$ cat src/rtl/rv32i_decode_execute.sv
// rtl/rv32i_decode_execute.sv - RV32I decode, control generation, ALU and branch compare
module rv32i_decode_execute #(
  parameter int                DWIDTH     = 32,
  parameter int                AWIDTH     = 32,
  parameter int                REGISTERED = 0,
  parameter logic [AWIDTH-1:0] RESET_PC   = 32'h0100_0000
) (
  input  logic              clk,
  input  logic              rst,
  input  logic [31:0]       insn_i,
  input  logic [AWIDTH-1:0] pc_i,
  input  logic [DWIDTH-1:0] rs1data_i,
  input  logic [DWIDTH-1:0] rs2data_i,
  output logic [AWIDTH-1:0] pc_o,
  output logic [31:0]       insn_o,
  output logic [6:0]        opcode_o,
  output logic [4:0]        rd_o,
  output logic [2:0]        funct3_o,
  output logic [4:0]        rs1_o,
  output logic [4:0]        rs2_o,
  output logic [6:0]        funct7_o,
  output logic [4:0]        shamt_o,
  output logic [DWIDTH-1:0] imm_o,
  output logic              pcsel_o,
  output logic              immsel_o,
  output logic              regwren_o,
  output logic              rs1sel_o,
  output logic              rs2sel_o,
  output logic              memren_o,
  output logic              memwren_o,
  output logic [1:0]        wbsel_o,
  output logic [3:0]        alusel_o,
  output logic [DWIDTH-1:0] res_o,
  output logic              brtaken_o
);

  localparam logic [6:0] OP_R      = 7'b0110011;
  localparam logic [6:0] OP_IALU   = 7'b0010011;
  localparam logic [6:0] OP_LOAD   = 7'b0000011;
  localparam logic [6:0] OP_STORE  = 7'b0100011;
  localparam logic [6:0] OP_BRANCH = 7'b1100011;
  localparam logic [6:0] OP_JAL    = 7'b1101111;
  localparam logic [6:0] OP_JALR   = 7'b1100111;
  localparam logic [6:0] OP_LUI    = 7'b0110111;
  localparam logic [6:0] OP_AUIPC  = 7'b0010111;

  localparam logic [3:0] ALU_ADD  = 4'd0;
  localparam logic [3:0] ALU_SUB  = 4'd1;
  localparam logic [3:0] ALU_SLL  = 4'd2;
  localparam logic [3:0] ALU_SLT  = 4'd3;
  localparam logic [3:0] ALU_SLTU = 4'd4;
  localparam logic [3:0] ALU_XOR  = 4'd5;
  localparam logic [3:0] ALU_SRL  = 4'd6;
  localparam logic [3:0] ALU_SRA  = 4'd7;
  localparam logic [3:0] ALU_OR   = 4'd8;
  localparam logic [3:0] ALU_AND  = 4'd9;

  logic [31:0]       insn_q;
  logic [AWIDTH-1:0] pc_q;
  logic [31:0]       insn;
  logic [AWIDTH-1:0] pc;
  logic [31:0]       imm32;
  logic              known_op;
  logic              opa_pc;
  logic [DWIDTH-1:0] op_a;
  logic [DWIDTH-1:0] op_b;
  logic [DWIDTH-1:0] alu;
  logic              cmp_true;

  // Optional capture stage; reset loads a NOP so downstream sees a harmless instruction.
  always_ff @(posedge clk) begin
    if (rst) begin
      insn_q <= 32'h0000_0013;
      pc_q   <= RESET_PC;
    end else begin
      insn_q <= insn_i;
      pc_q   <= pc_i;
    end
  end

  assign insn = (REGISTERED != 0) ? insn_q : insn_i;
  assign pc   = (REGISTERED != 0) ? pc_q   : pc_i;

  assign insn_o   = insn;
  assign pc_o     = pc;
  assign opcode_o = insn[6:0];
  assign rd_o     = insn[11:7];
  assign funct3_o = insn[14:12];
  assign rs1_o    = insn[19:15];
  assign rs2_o    = insn[24:20];
  assign funct7_o = insn[31:25];
  assign shamt_o  = insn[24:20];

  // Immediate extraction by instruction format.
  always_comb begin
    imm32 = 32'd0;
    case (insn[6:0])
      OP_IALU, OP_LOAD, OP_JALR: imm32 = {{20{insn[31]}}, insn[31:20]};
      OP_STORE:                  imm32 = {{20{insn[31]}}, insn[31:25], insn[11:7]};
      OP_BRANCH:                 imm32 = {{19{insn[31]}}, insn[31], insn[7], insn[30:25], insn[11:8], 1'b0};
      OP_LUI, OP_AUIPC:          imm32 = {insn[31:12], 12'd0};
      OP_JAL:                    imm32 = {{11{insn[31]}}, insn[31], insn[19:12], insn[20], insn[30:21], 1'b0};
      default:                   imm32 = 32'd0;
    endcase
  end

  assign imm_o = DWIDTH'($signed(imm32));

  // Control decode: per-opcode datapath enables and ALU operation.
  always_comb begin
    pcsel_o   = 1'b0;
    immsel_o  = 1'b0;
    regwren_o = 1'b0;
    rs1sel_o  = 1'b0;
    rs2sel_o  = 1'b0;
    memren_o  = 1'b0;
    memwren_o = 1'b0;
    wbsel_o   = 2'd0;
    alusel_o  = ALU_ADD;
    known_op  = 1'b1;
    opa_pc    = 1'b0;
    case (insn[6:0])
      OP_R, OP_IALU: begin
        regwren_o = 1'b1;
        rs1sel_o  = 1'b1;
        rs2sel_o  = (insn[6:0] == OP_R);
        immsel_o  = (insn[6:0] == OP_IALU);
        case (insn[14:12])
          3'b000:  alusel_o = (insn[6:0] == OP_R && insn[30]) ? ALU_SUB : ALU_ADD;
          3'b001:  alusel_o = ALU_SLL;
          3'b010:  alusel_o = ALU_SLT;
          3'b011:  alusel_o = ALU_SLTU;
          3'b100:  alusel_o = ALU_XOR;
          3'b101:  alusel_o = insn[30] ? ALU_SRA : ALU_SRL;
          3'b110:  alusel_o = ALU_OR;
          default: alusel_o = ALU_AND;
        endcase
      end
      OP_LOAD: begin
        regwren_o = 1'b1;
        rs1sel_o  = 1'b1;
        immsel_o  = 1'b1;
        memren_o  = 1'b1;
        wbsel_o   = 2'd1;
      end
      OP_STORE: begin
        rs1sel_o  = 1'b1;
        rs2sel_o  = 1'b1;
        immsel_o  = 1'b1;
        memwren_o = 1'b1;
      end
      OP_BRANCH: begin
        pcsel_o  = 1'b1;
        rs1sel_o = 1'b1;
        rs2sel_o = 1'b1;
        immsel_o = 1'b1;
        opa_pc   = 1'b1;
      end
      OP_JAL: begin
        pcsel_o   = 1'b1;
        regwren_o = 1'b1;
        immsel_o  = 1'b1;
        wbsel_o   = 2'd2;
        opa_pc    = 1'b1;
      end
      OP_JALR: begin
        pcsel_o   = 1'b1;
        regwren_o = 1'b1;
        rs1sel_o  = 1'b1;
        immsel_o  = 1'b1;
        wbsel_o   = 2'd2;
      end
      OP_LUI: begin
        regwren_o = 1'b1;
        immsel_o  = 1'b1;
        wbsel_o   = 2'd3;
      end
      OP_AUIPC: begin
        regwren_o = 1'b1;
        immsel_o  = 1'b1;
        opa_pc    = 1'b1;
      end
      default: known_op = 1'b0;
    endcase
  end

  assign op_a = opa_pc ? DWIDTH'(pc) : rs1data_i;
  assign op_b = immsel_o ? imm_o : rs2data_i;

  // ALU; shifts honour only the low five bits of operand B.
  always_comb begin
    alu = '0;
    case (alusel_o)
      ALU_ADD:  alu = op_a + op_b;
      ALU_SUB:  alu = op_a - op_b;
      ALU_SLL:  alu = op_a << op_b[4:0];
      ALU_SLT:  alu = {{(DWIDTH-1){1'b0}}, ($signed(op_a) < $signed(op_b))};
      ALU_SLTU: alu = {{(DWIDTH-1){1'b0}}, (op_a < op_b)};
      ALU_XOR:  alu = op_a ^ op_b;
      ALU_SRL:  alu = op_a >> op_b[4:0];
      ALU_SRA:  alu = $signed(op_a) >>> op_b[4:0];
      ALU_OR:   alu = op_a | op_b;
      ALU_AND:  alu = op_a & op_b;
      default:  alu = '0;
    endcase
  end

  // Branch comparison works on the register operands, independent of the target adder.
  always_comb begin
    cmp_true = 1'b0;
    case (insn[14:12])
      3'b000:  cmp_true = (rs1data_i == rs2data_i);
      3'b001:  cmp_true = (rs1data_i != rs2data_i);
      3'b100:  cmp_true = ($signed(rs1data_i) <  $signed(rs2data_i));
      3'b101:  cmp_true = ($signed(rs1data_i) >= $signed(rs2data_i));
      3'b110:  cmp_true = (rs1data_i <  rs2data_i);
      3'b111:  cmp_true = (rs1data_i >= rs2data_i);
      default: cmp_true = 1'b0;
    endcase
  end

  // Result and taken flag: LUI passes imm, JALR clears bit 0, unsupported opcodes give 0.
  always_comb begin
    res_o     = '0;
    brtaken_o = 1'b0;
    if (known_op) begin
      res_o = alu;
    end
    case (insn[6:0])
      OP_LUI:          res_o = imm_o;
      OP_JALR:         res_o = {alu[DWIDTH-1:1], 1'b0};
      default:         ;
    endcase
    case (insn[6:0])
      OP_BRANCH:       brtaken_o = cmp_true;
      OP_JAL, OP_JALR: brtaken_o = 1'b1;
      default:         brtaken_o = 1'b0;
    endcase
  end

endmodule

$ cat config.mk
export PLATFORM = sky130hd
export DESIGN_NAME = rv32i_decode_execute
export DESIGN_NICKNAME = d
export VERILOG_FILES = /design/src/rtl/rv32i_decode_execute.sv
export SDC_FILE = /design/constraint.sdc
export NUM_CORES = 1
export LEC_CHECK = 0
export CAP_MARGIN = 10
export CORE_AREA = 3 3 209 211
export DETAILED_ROUTE_END_ITERATION = 16
export DIE_AREA = 0 0 212 214
export PLACE_DENSITY = 0.58
export REMOVE_ABC_BUFFERS = 1
export SLEW_MARGIN = 25
export SYNTH_ARGS = -nofsm -noshare
export SYNTH_HDL_FRONTEND = slang
export SYNTH_SLANG_ARGS = --single-unit
$ cat constraint.sdc
create_clock -name vclk -period 7.87
set_input_delay 1.574 -clock vclk [all_inputs]
set_output_delay 1.574 -clock vclk [all_outputs]
set_load 0.02 [all_outputs]
==> impl_table.tex <==
\begin{tabular}{lr}
\hline
Metric & Value \\
\hline
\multicolumn{2}{l}{\textbf{STA}} \\
\quad Hold violation total from the final report & 0 \\
\quad Minimum period implied by the final worst setup slack & approximately 8 ns \\
\quad Finish-stage setup viols & 0 \\
\quad Maximum operating frequency & approximately 130 MHz \\
\quad Worst-margin pin slew & 0.9025 ns \\
\quad RSZ-0062 raised after global routing & yes \\
\quad Pins over their slew limit & 0 \\
\quad Remaining max-slew budget at the tightest pin & 0.3984 \\
\quad Final Cycle Share & 0.9909 \\
\multicolumn{2}{l}{\textbf{Synth}} \\
\quad Largest cells by area after synthesis & ha\_1 (13\%), a21oi\_1 (7.5\%), buf\_4 (6.4\%), o21ai\_0 (5.0\%), mux2i\_1 (4.9\%) \\
\quad Distinct cells, synth & 100 \\
\quad Fraction of the yosys area taken by sequential cells & 0 \\
\quad Dominant cell type by area after synthesis & ha\_1 \\
\quad Area share of and/or/nand/nor cells after synthesis & 0.2206 \\
\quad Fraction of synthesized area in multiplexers & 0.07870 \\
\quad Mean instance size in the synthesized netlist & roughly 6.5 um2 \\
\quad Summed instance area of the synthesized netlist & roughly 0.013 mm2 \\
\quad Warnings, synthesis & 0 \\
\quad Post-synthesis share of cell area spent on xor and xnor gates & 0.01524 \\
\quad Combinational family with the most area after synthesis & compound AO/OA/AOI/OAI gates \\
\quad Synthesized instance count & $\sim$1,900 \\
\quad Top-area cell type share of the netlist area & 0.1315 \\
\quad Synthesized-area fraction occupied by ao, oa, aoi and oai cells & 0.4008 \\
\quad Synth Area in Adders & 0.1347 \\
\multicolumn{2}{l}{\textbf{GRT}} \\
\quad All-Layer GR Usage & 0.3565 \\
\quad Initial antenna violation count & 3 \\
\quad Global-route wire length before repair & $\sim$120,000 um \\
\quad Busiest metal layer after global routing & met2 \\
\quad GR Util met3 & 0.04921 \\
\quad Pin count of the biggest net entering global routing & 67 \\
\quad Grt met2 use & 0.5555 \\
\quad Global route total overflow & 0 \\
\quad Number of global-route vias before repair & about 18,000 \\
\quad GR Layer Usage met1 & 0.4833 \\
\multicolumn{2}{l}{\textbf{Floorplanning}} \\
\quad Count of standard-cell rows & 75 \\
\quad Starting utilization of the core area & 0.2994 \\
\quad Die Y-Extent & between 200 and 250 um \\
\quad Core area & approximately 0.042 mm2 \\
\quad Die area & around 0.045 mm2 \\
\quad Die X-Extent & between 200 and 250 um \\
\quad I/O pin cnt & approximately 300 \\
\multicolumn{2}{l}{\textbf{Setup path}} \\
\quad Crit. End Element & primary output \\
\quad Top Family by Delay on Critical Path & compound AO/OA/AOI/OAI gates \\
\quad Buffer and inverter count on the worst path & 4 \\
\quad CP max stage delay & between 0.4 and 0.5 ns \\
\quad Slowest library cell on the worst path & or3b\_4 \\
\quad Sort of element at the start of the critical path & input pin \\
\quad Data arrival time at the worst-slack endpoint & 6.22 ns \\
\quad Maximum fanout encountered on the critical timing path & 11 \\
\quad Data required, critical path & $\sim$6.3 ns \\
\quad Cell Chain, Critical Path & dlygate4sd2\_1, buf\_6, or2\_1, a211oi\_2, o21bai\_4, buf\_4, a21o\_1, ha\_1, nor2\_2, nand3\_1, or3b\_4, a2111o\_1, o2111ai\_4, and4bb\_2, o31ai\_4, a211oi\_1, o221ai\_1, a211o\_1, clkdlybuf4s15\_2 \\
\quad Setup Crit Path Kind & input pin to primary output \\
\multicolumn{2}{l}{\textbf{Min path}} \\
\quad Destination of the worst hold path & insn\_o[2] \\
\quad Hold path start & insn\_i[2] \\
\quad Hold Crit Class & input pin to primary output \\
\quad Hold Crit Depth & 3 \\
\multicolumn{2}{l}{\textbf{Layout}} \\
\quad Register cell area after layout & 0 um2 \\
\quad Final Instance Count excl. Fillers & between 3,000 and 4,000 \\
\quad Top library cells by usage in the layout, fill and taps aside & buf\_4 (609), clkdlybuf4s50\_1 (272), a21oi\_1 (184), nor2\_1 (163), nand2\_1 (141) \\
\quad Fillers & between 4,000 and 5,000 \\
\quad Area growth from synthesis to layout & 58.18\% \\
\quad Layout cell share with drive strength beyond 1 & 0.2989 \\
\quad Final nets & 2,876 \\
\quad Most common cell after layout, fill and taps aside & buf\_4 \\
\quad Number of clock buffer instances in the layout & 0 \\
\quad Footprint of the multi-input gates & 0.01096 mm2 \\
\quad Post-route standard cell area excluding fillers & 0.01987 mm2 \\
\quad Final sequential cell count & 0 \\
\multicolumn{2}{l}{\textbf{Routing}} \\
\quad Total vias in the final route & $\sim$18,000 \\
\quad Total routed wirelength & around 85,000 um \\
\quad Ratio of routed vias to standard cells & between 5 and 6 \\
\quad WL per Instance & around 27 um \\
\quad Remaining DRCs & 0 \\
\quad Iteration count of the initial detailed-routing pass & 6 \\
\quad Detailed Route Iter0 Violations & 2,065 \\
\quad Final ANT Viol Nets & 0 \\
\multicolumn{2}{l}{\textbf{Placed design}} \\
\quad Count of buffers inserted at the top-level ports & roughly 310 \\
\quad HPWL after detailed placement & 72,180 um \\
\quad Routability-driven placement congestion ratio & 1.026 \\
\quad Placed inst area & approximately 0.020 mm2 \\
\quad Placed cell count & around 3,100 \\
\multicolumn{2}{l}{\textbf{Flow run}} \\
\quad Number of max-cap violations & 0 \\
\multicolumn{2}{l}{\textbf{Status}} \\
\quad Status & finished, final reports clean \\
\hline
\end{tabular}
[final cells by class]
type               count  area share
diodes                 1   0.0001260
inverters            141     0.02677
multi-input cells   1556      0.5515
well taps            539     0.03395
repair buffers       913      0.3876
[worst max path at each step]
stage                            to  startpoint  cells after the start  slack, ns
after global routing      res_o[26]   insn_i[6]                     19       -0.1
after detailed placement  res_o[23]   insn_i[5]                     20      -0.92
after global placement    res_o[23]   insn_i[5]                     20      -0.88
after CTS                  res_o[7]   insn_i[4]                     20       0.04
after floorplan           res_o[24]   insn_i[2]                     16      -2.99
final                     res_o[26]   insn_i[6]                     19       0.07
[cell usage after synthesis (all sizes together), types with 7 or more instances]
master / count
a221oi: 33
o211ai: 37
nand2b: 11
a21o: 54
a21oi: 211
o22ai: 25
or2: 11
a2111oi: 9
nor2b: 10
nand2: 143
mux2i: 69
o221ai: 14
o21bai: 19
o32ai: 7
a32oi: 8
a221o: 10
nand4: 34
nand3: 51
nor2: 167
o21a: 12
o31ai: 18
o2111ai: 7
buf: 158
and2: 15
nor3: 69
and3: 18
a211oi: 38
a22oi: 9
a21boi: 7
a31oi: 36
xnor2: 21
ha: 132
mux2: 21
o21ai: 131
inv: 137
clkbuf: 71
or3: 8
o311ai: 9
nor4: 13
[per-layer routing]
layer | share of wire | wire length [um] | up-vias
met5 | 0.00032 | 27 | -
met4 | 0.060 | 5059 | 4
met3 | 0.077 | 6544 | 195
met2 | 0.44 | 37120 | 944
met1 | 0.43 | 36210 | 8876
li1 | - | - | 8458
[tightest hold or removal path: stages]
cell and delay [ns]:
dlygate4sd2_1 0.27, buf_4 0.14, clkdlybuf4s50_1 0.52
[kinds of logic after synthesis]
| logic type | count (synthesis) |
|---|---|
| compound gates | 742 |
| xor+xnor | 21 |
| fa+ha+maj | 134 |
| buf+inv | 370 |
| mux | 90 |
| simple gates | 569 |
[per-stage QoR]
step	TNS, ns	utilization	hold WS, ns	setup slack, ns
after global placement	-12.67	0.4659	4.116	-0.8789
after CTS	0	0.4701	4.088	0.04421
after detailed placement	-13.59	0.4659	4.121	-0.9152
after global routing	-0.3340	0.4736	4.104	-0.09686
final	0	0.4736	4.086	0.07175
after floorplan	-62.25	-	3.148	-2.988
[timing repair]
item	4_1_cts	5_1_grt
hold buffers	0	0
pin swaps	5	5
gates resized for setup	73	34
buffers inserted	7	5
setup endpoints to repair	28	18
